$ cat src/rtl/lru_age_table.sv
// lru_age_table: per-set LRU age vectors, one-cycle victim lookup and a SETS-cycle flush sequencer.
// Per-way invalidation (inv_* ports and logic) is compiled in only when LRU_INVALIDATE_EN is defined.
module lru_age_table #(
  parameter int WAYS = 4,
  parameter int SETS = 64,
  parameter int AW   = $clog2(WAYS),
  parameter int SW   = $clog2(SETS)
) (
  input  logic          clk,
  input  logic          rst,
  input  logic          acc_valid,
  input  logic [SW-1:0] acc_set,
  input  logic [AW-1:0] acc_way,
  output logic          acc_ready,
  input  logic          vq_valid,
  input  logic [SW-1:0] vq_set,
  output logic          victim_valid,
  output logic [AW-1:0] victim_way,
  input  logic          flush_req,
`ifdef LRU_INVALIDATE_EN
  input  logic          inv_valid,
  input  logic [SW-1:0] inv_set,
  input  logic [AW-1:0] inv_way,
`endif
  output logic          busy
);

  typedef enum logic {IDLE, FLUSH} state_t;

  state_t        state;
  logic [SW-1:0] cnt;

  // age[s][w]: 0 = LRU, WAYS-1 = MRU; every row is a permutation of 0..WAYS-1
  logic [AW-1:0] age [SETS][WAYS];

  logic          acc_fire;
  logic [AW-1:0] acc_old;
  logic [AW-1:0] acc_row [WAYS];
  logic [AW-1:0] vq_way;

  // NOTE: every always_comb output gets a default before any conditional, so no latch is inferred.
  always_comb begin
    acc_fire = acc_valid && acc_ready;
    acc_old  = age[acc_set][acc_way];
    for (int w = 0; w < WAYS; w++) begin
      acc_row[w] = age[acc_set][w];
      if (AW'(w) == acc_way)
        acc_row[w] = AW'(WAYS - 1);
      else if (age[acc_set][w] > acc_old)
        acc_row[w] = age[acc_set][w] - AW'(1);
    end
  end

`ifdef LRU_INVALIDATE_EN
  logic          inv_fire;
  logic [AW-1:0] inv_old;
  logic [AW-1:0] inv_row [WAYS];

  // An access to the same set wins; the invalidate is dropped.
  always_comb begin
    inv_fire = inv_valid && acc_ready && !(acc_fire && (inv_set == acc_set));
    inv_old  = age[inv_set][inv_way];
    for (int w = 0; w < WAYS; w++) begin
      inv_row[w] = age[inv_set][w];
      if (AW'(w) == inv_way)
        inv_row[w] = '0;
      else if (age[inv_set][w] < inv_old)
        inv_row[w] = age[inv_set][w] + AW'(1);
    end
  end
`endif

  always_comb begin
    vq_way = '0;
    for (int w = 0; w < WAYS; w++)
      if (age[vq_set][w] == '0) vq_way = AW'(w);
  end

  // NOTE: the table is reset as flops, not an SRAM, because reset itself must leave every set initialised.
  always_ff @(posedge clk or posedge rst) begin
    if (rst) begin
      for (int s = 0; s < SETS; s++)
        for (int w = 0; w < WAYS; w++)
          age[s][w] <= AW'(w);
    end else begin
      for (int s = 0; s < SETS; s++) begin
        if (state == FLUSH && cnt == SW'(s)) begin
          for (int w = 0; w < WAYS; w++) age[s][w] <= AW'(w);
        end else if (acc_fire && acc_set == SW'(s)) begin
          for (int w = 0; w < WAYS; w++) age[s][w] <= acc_row[w];
`ifdef LRU_INVALIDATE_EN
        end else if (inv_fire && inv_set == SW'(s)) begin
          for (int w = 0; w < WAYS; w++) age[s][w] <= inv_row[w];
`endif
        end
      end
    end
  end

  // NOTE: non-blocking updates mean a same-edge query sees the table as it was before this edge's write.
  always_ff @(posedge clk or posedge rst) begin
    if (rst) begin
      state     <= IDLE;
      cnt       <= '0;
      busy      <= 1'b0;
      acc_ready <= 1'b1;
    end else begin
      case (state)
        IDLE: if (flush_req) begin
          state     <= FLUSH;
          cnt       <= '0;
          busy      <= 1'b1;
          acc_ready <= 1'b0;
        end
        FLUSH: if (cnt == SW'(SETS - 1)) begin
          state     <= IDLE;
          cnt       <= '0;
          busy      <= 1'b0;
          acc_ready <= 1'b1;
        end else begin
          cnt <= cnt + SW'(1);
        end
        default: state <= IDLE;
      endcase
    end
  end

  always_ff @(posedge clk or posedge rst) begin
    if (rst) begin
      victim_valid <= 1'b0;
      victim_way   <= '0;
    end else begin
      victim_valid <= vq_valid;
      if (vq_valid) victim_way <= vq_way;
    end
  end

endmodule
$ cat config.mk
export PLATFORM = sky130hd
export DESIGN_NAME = lru_age_table
export DESIGN_NICKNAME = d
export VERILOG_FILES = /design/src/rtl/lru_age_table.sv
export SDC_FILE = /design/constraint.sdc
export NUM_CORES = 2
export LEC_CHECK = 0
export CAP_MARGIN = 0
export CORE_MARGIN = 2
export CORE_UTILIZATION = 58
export DETAILED_ROUTE_END_ITERATION = 16
export PLACE_DENSITY = 0.88
export SYNTH_ARGS = -nofsm -noshare
export SYNTH_HDL_FRONTEND = slang
export SYNTH_SLANG_ARGS = --single-unit
$ cat constraint.sdc
create_clock -name clk -period 15.3 [get_ports clk]
set_input_delay 1.53 -clock clk [delete_from_list [all_inputs] [get_ports clk]]
set_output_delay 1.53 -clock clk [all_outputs]
set_load 0.005 [all_outputs]
# Word level (Yosys, flattened, before mapping)
# Cells that the tools add are included.
# word_totals
regBits	524
latch_bits	0
ram_bits	0
romBits	0
out_inout_bits	5
wordCells	769
memories	0
# op_classes
n_addsub	5
multipliers	0
n_div	0
order_cmp	7
eq_ne	131
shift	0
muxes	160
bitwise_logic	4
n_reduce_logical	200
# ops
op	n
$mux W8	130
$eq A6 B6 Y1 const B	64
$eq A6 B5 Y1 const B	32
$logic_and A1 B1 Y1	129
$reduce_bool A2 Y1	64
$bmux W8 S6	2
$eq A6 B4 Y1 const B	16
$eq A6 B3 Y1 const B	8
$eq A6 B2 Y1 const B	4
$mux W2	12
$mux W6	4
$ge A7 B7 Y1 const B	2
$not A6 Y7	2
$eq A6 B1 Y1 const B	2
$logic_not A6 Y1	2
$pmux W6 S2	1
$gt A2 B2 Y1	4
$logic_not A2 Y1	4
$sub A2 B1 Y2 const B	4
$mux W1	7
$add A6 B1 Y6 const B	1
$pmux W1 S2	3
$bmux W2 S2	1
$eq A2 B2 Y1 const A	2
other kinds (7)	7

# Depth between registers and ports, before layout
# logic_depth
depth_word	12
mapped_depth	22

# Worst setup path before layout
# Ideal clock, no wire load.
# synth_path
path_kind	input to register
start	in acc_set[0]
end	reg age[297] in the netlist's numbering
setup_time_ns	0.080
arrival_time_ns	5.124
slack_ns	10.096
stages	19
cell_sequence	buf_6 -> buf_6 -> buf_6 -> buf_6 -> mux4_2 -> a22oi_1 -> nand2_1 -> a22oi_1 -> o221ai_2 -> mux2i_1 -> mux2_2 -> ha_1 -> a21oi_1 -> o31ai_1 -> xnor2_2 -> or2_1 -> buf_6 -> buf_6 -> o22a_1
# synth_between
elab_chain_len	12
word_cells_on_any_way	16
# synth_lines
element	line	source
from (decl)	12	input logic [SW-1:0] acc_set,
$not A6 Y7 (implied by the code)	-	
$bmux W8 S6	-	
$mux W8 (implied by the code) (2 in a row)	46, 49, 50	
$bmux W2 S2	44	acc_old = age[acc_set][acc_way];
$mux W2 (implied by the code) (2 in a row)	44	
$gt A2 B2 Y1	49	else if (age[acc_set][w] > acc_old)
$mux W2	49	
$mux W2	47	if (AW'(w) == acc_way)
$mux W8	89	end else if (acc_fire && acc_set == SW'(s)) begin
$mux W8	87	if (state == FLUSH && cnt == SW'(s)) begin
to (signal, indexed assignment)	84	age[s][w] <= AW'(w);
to (decl)	34	logic [AW-1:0] age [SETS][WAYS];
# Parallel ways exist; a longest one is shown, timed or not. The select of a mux whose other input is x is not followed.
# A chain may end at the register's enable or synchronous reset.

# Final worst setup path
# layout_path
start	in acc_set[2]
end	reg age[114] in the netlist's numbering
# layout_between
elab_chain_len	12
word_cells_on_any_way	16
# layout_lines
element	line
$not A6 Y7 (implied by the code)	-
$bmux W8 S6	-
$mux W8 (2 in a row)	-
$bmux W2 S2	44
$mux W2 (implied by the code) (2 in a row)	44
$gt A2 B2 Y1	49
$mux W2	49
$mux W2	47
$mux W8	89
$mux W8	87
# Parallel ways exist; a longest one is shown, timed or not. The select of a mux whose other input is x is not followed.

==> metrics.yaml <==
timing:
  drv_slew: 0
  rsz0062_at_grt: "false"
  setup_violations: 0
  max_freq_mhz: 129
  final.period_utilization_pct: 50.7
  period_minus_slack_ns: 7.75
  setup_tns_ns: 0
  fin_skew_ns: 0.0283
  finalHoldViolCount: 0
  tightest_slew_ns: 1.36
  slew_headroom_pct: 9.19
synthesis:
  synth_mux_area_share_pct: 12.3
  synth_edf_count: 0
  syn_inst: 2732
  synth_top_family_by_area: "compound AO/OA/AOI/OAI gates"
  yosysSeqAreaShare_pct: 48.5
  avgSynthCellArea_um2: 10.1
  synth_fa_ha_area_share_pct: 0.542
  yosysUniqueCellTypes: 72
  yosys.area_share.simple_pct: 13.9
  synth_fp_nets: 2763
  syn_area_um2: 27700
  ys_ff_latch: 524
  synth_compound_area_share_pct: 20.3
  synth_xor_area_share_pct: 0.302
  yosysWarningCount: 0
  synth-main-ff-cell: "dfrtp_1"
  synthArstFlopShare_pct: 100
min_path:
  whs_endpoint: "age[334]$_DFFE_PP0P_"
  min_from: "age[334]$_DFFE_PP0P_"
  hold_depth: 2
  hold_class: "reg -> reg"
route:
  vias_per_cell: 7.62
  vias: 25200
  wl_per_cell_um: 31.6
  antenna_left: 0
  drt_iter0_markers: 4705
  drt_pass1_iterations: 6
  drc: 0
  wirelength_um: 105000
grt:
  antenna_found_initial: 4
  grt_first_pass_wirelength_um: 156000
  grt_pass1_vias: 24400
  overflow: 0
  grt_max_degree: 183
  grtUsageTotal_pct: 42.4
clocking:
  numClockSinks: 524
  hold_buffers: 0
  cts_tree: "built"
  cts_made_buffers: 53
  cts.htree.levels: 2
  clk_path_buf_depth: 3
  cts_resized: 0
  post_cts_buffers: 0
  path_clk_slew_ns: 0.07
  clk_latency_ns: 0.64
  cts-root-buf: "clkbuf_16"
cells_and_area:
  layout-drive-gt1-share_pct: 22.2
  final_area_um2: 30000
  syn2layout_area_growth_pct: 8.26
  final_net_count: 2681
  final_core_util_pct: 63.2
pwr:
  vdd_drop_max_mv: 0.106
  powerDensity_nw_per_um2: 143
  p_leak_nw: 11.2
worst_setup_path:
  r2r_slack_ns: 9.41
  reg2reg_depth: 13
  start_kind: "primary input"
  arrival_ns: 8.23
  critical_path.max_fanout: 40
  crit_path_end_kind: "flip-flop"
  critPathKind: "in -> reg"
  r2r_end: "age[114]$_DFFE_PP0P_"
  r2r-start: "age[359]$_DFFE_PP0P_"
  critPathRequiredTime_ns: 15.78
placement:
  port_buffers: 23
  gp_routability_congestion: 1.05
  postPlaceCellArea_um2: 28100
  hpwl_um: 68100
die:
  chipWidth_um: 223
  dieHeight_um: 223
  floorplan.rows: 80
  die_area_um2: 49500
  core-area_um2: 47400
  io_pins: 24
  initial_core_util_pct: 58.4
run_status:
  status: "finished clean"
run:
  maxCapViolCount: 0
cells in the mapped netlist, types with 19 or more instances:
cell type | n | area [um^2]
o22a_1 | 124 | 1090
or2_2 | 24 | 150
o21ai_0 | 303 | 1520
mux4_2 | 139 | 3130
dfrtp_1 | 267 | 6680
a31oi_1 | 27 | 169
buf_2 | 31 | 155
dfstp_2 | 257 | 6750
o211ai_1 | 19 | 143
nand2_1 | 338 | 1270
nand3_1 | 23 | 115
buf_6 | 19 | 214
nor3_1 | 118 | 591
nor2_1 | 329 | 1230
clkbuf_1 | 120 | 450
a21oi_1 | 204 | 1020
a22oi_1 | 27 | 203
o32a_1 | 45 | 450
o22ai_1 | 23 | 144
o21ai_1 | 39 | 195
worst max-delay path: stages:
cell	delay (ns)
clkdlybuf4s50_1	1.13
nor2b_1	0.31
buf_4	0.36
a22o_1	0.29
a221oi_1	1.03
o221ai_1	0.56
mux2i_1	0.27
mux2_2	0.24
ha_1	0.26
a21oi_1	0.13
a21oi_1	0.06
and2_2	0.24
nor3_4	0.89
buf_4	0.60
o21ai_0	0.21
logic make-up (layout without fill, tap and decap cells):
| family | Yosys count | in the layout |
|---|---|---|
| simple gates | 906 | 906 |
| compound gates | 895 | 895 |
| flops | 524 | 524 |
| buf+inv | 222 | 185 |
| mux | 166 | 166 |
| fa+ha+maj | 12 | 12 |
| xor+xnor | 7 | 7 |
| other cells | 0 | 2 |
layer usage:
layer	global-route usage (%)	wire [um]	vias up
met5	0	36	-
met1	53.8	35100	12200
met4	32.0	10100	6
met3	16.0	17000	673
li1	-	-	9945
met2	58.9	42300	2390
final cells by class:
cell class | count | area [um^2]
diodes | 2 | 5.00
fillers | 3657 | 17400
clock buffers | 74 | 1560
clock inverters | 26 | 345
flip-flops and latches | 524 | 13400
repair buffers | 68 | 609
multi-input cells | 1986 | 13200
well taps | 615 | 769
inverters | 17 | 67.6
where the power goes:
group / internal [mW] / switching (mW) / leakage (nW)
Clock: 0.846 / 0.594 / 0.940
Combinational: 0.304 / 0.772 / 3.86
Sequential: 1.62 / 0.163 / 6.38
sequential cells by signal (all words and copies together) (netlist names):
name and flops:
busy 1, victim_way 2, victim_valid 1, cnt 6
age 512, state 1, acc_ready 1
through the flow:
stage	hold WS (ns)	instances	power, mW	setup slack, ns
after floorplan	0.445	2732	2.39	6.86
after global placement	0.457	3209	2.75	7.26
after detailed placement	0.466	3210	2.79	7.39
after CTS	0.480	3310	4.21	7.97
after global routing	0.504	3310	4.38	7.41
final	0.478	3312	4.29	7.55
layout by cell type (no fill, tap or decap), types with 9 or more instances in the layout:
| cell | netlist | layout |
|---|---|---|
| buf_4 | 14 | 43 |
| nand3_1 | 23 | 23 |
| clkdlybuf4s50_1 | 0 | 18 |
| clkinv_2 | 0 | 10 |
| or2_2 | 24 | 26 |
| and3_1 | 9 | 9 |
| a31oi_1 | 27 | 27 |
| o21a_1 | 13 | 12 |
| clkbuf_16 | 0 | 55 |
| o22ai_1 | 23 | 23 |
| inv_1 | 15 | 14 |
| nor3_1 | 118 | 117 |
| o32a_1 | 45 | 45 |
| mux2_2 | 11 | 11 |
| o211ai_1 | 19 | 19 |
| clkbuf_8 | 0 | 11 |
| nor2b_1 | 15 | 12 |
| ha_1 | 12 | 12 |
| dfstp_2 | 257 | 257 |
| mux4_2 | 139 | 139 |
| a211oi_1 | 16 | 16 |
| nor4_1 | 9 | 9 |
| o21ai_1 | 39 | 38 |
| mux2i_1 | 16 | 16 |
| o22a_1 | 124 | 124 |
| a22oi_1 | 27 | 27 |
| dfrtp_1 | 267 | 267 |
| nand2_1 | 338 | 338 |
| a21oi_1 | 204 | 204 |
| nor2_1 | 329 | 326 |
| a221oi_1 | 11 | 11 |
| o21ai_0 | 303 | 303 |
how the worst max path moves through the flow:
stage                     from                   end  slack, ns  cells past startpoint
finish              acc_set[2]  age[114]$_DFFE_PP0P_       7.55                     15
global placement    acc_set[2]   age[34]$_DFFE_PP0P_       7.26                     16
detailed placement  acc_set[2]  age[458]$_DFFE_PP0P_       7.39                     16
global route        acc_set[2]   age[50]$_DFFE_PP0P_       7.41                     16
floorplan                  rst  age[101]$_DFFE_PP0P_       6.86                      1
CTS                 acc_set[2]   age[50]$_DFFE_PP0P_       7.97                     16
(Power assumes the default switching activity.)
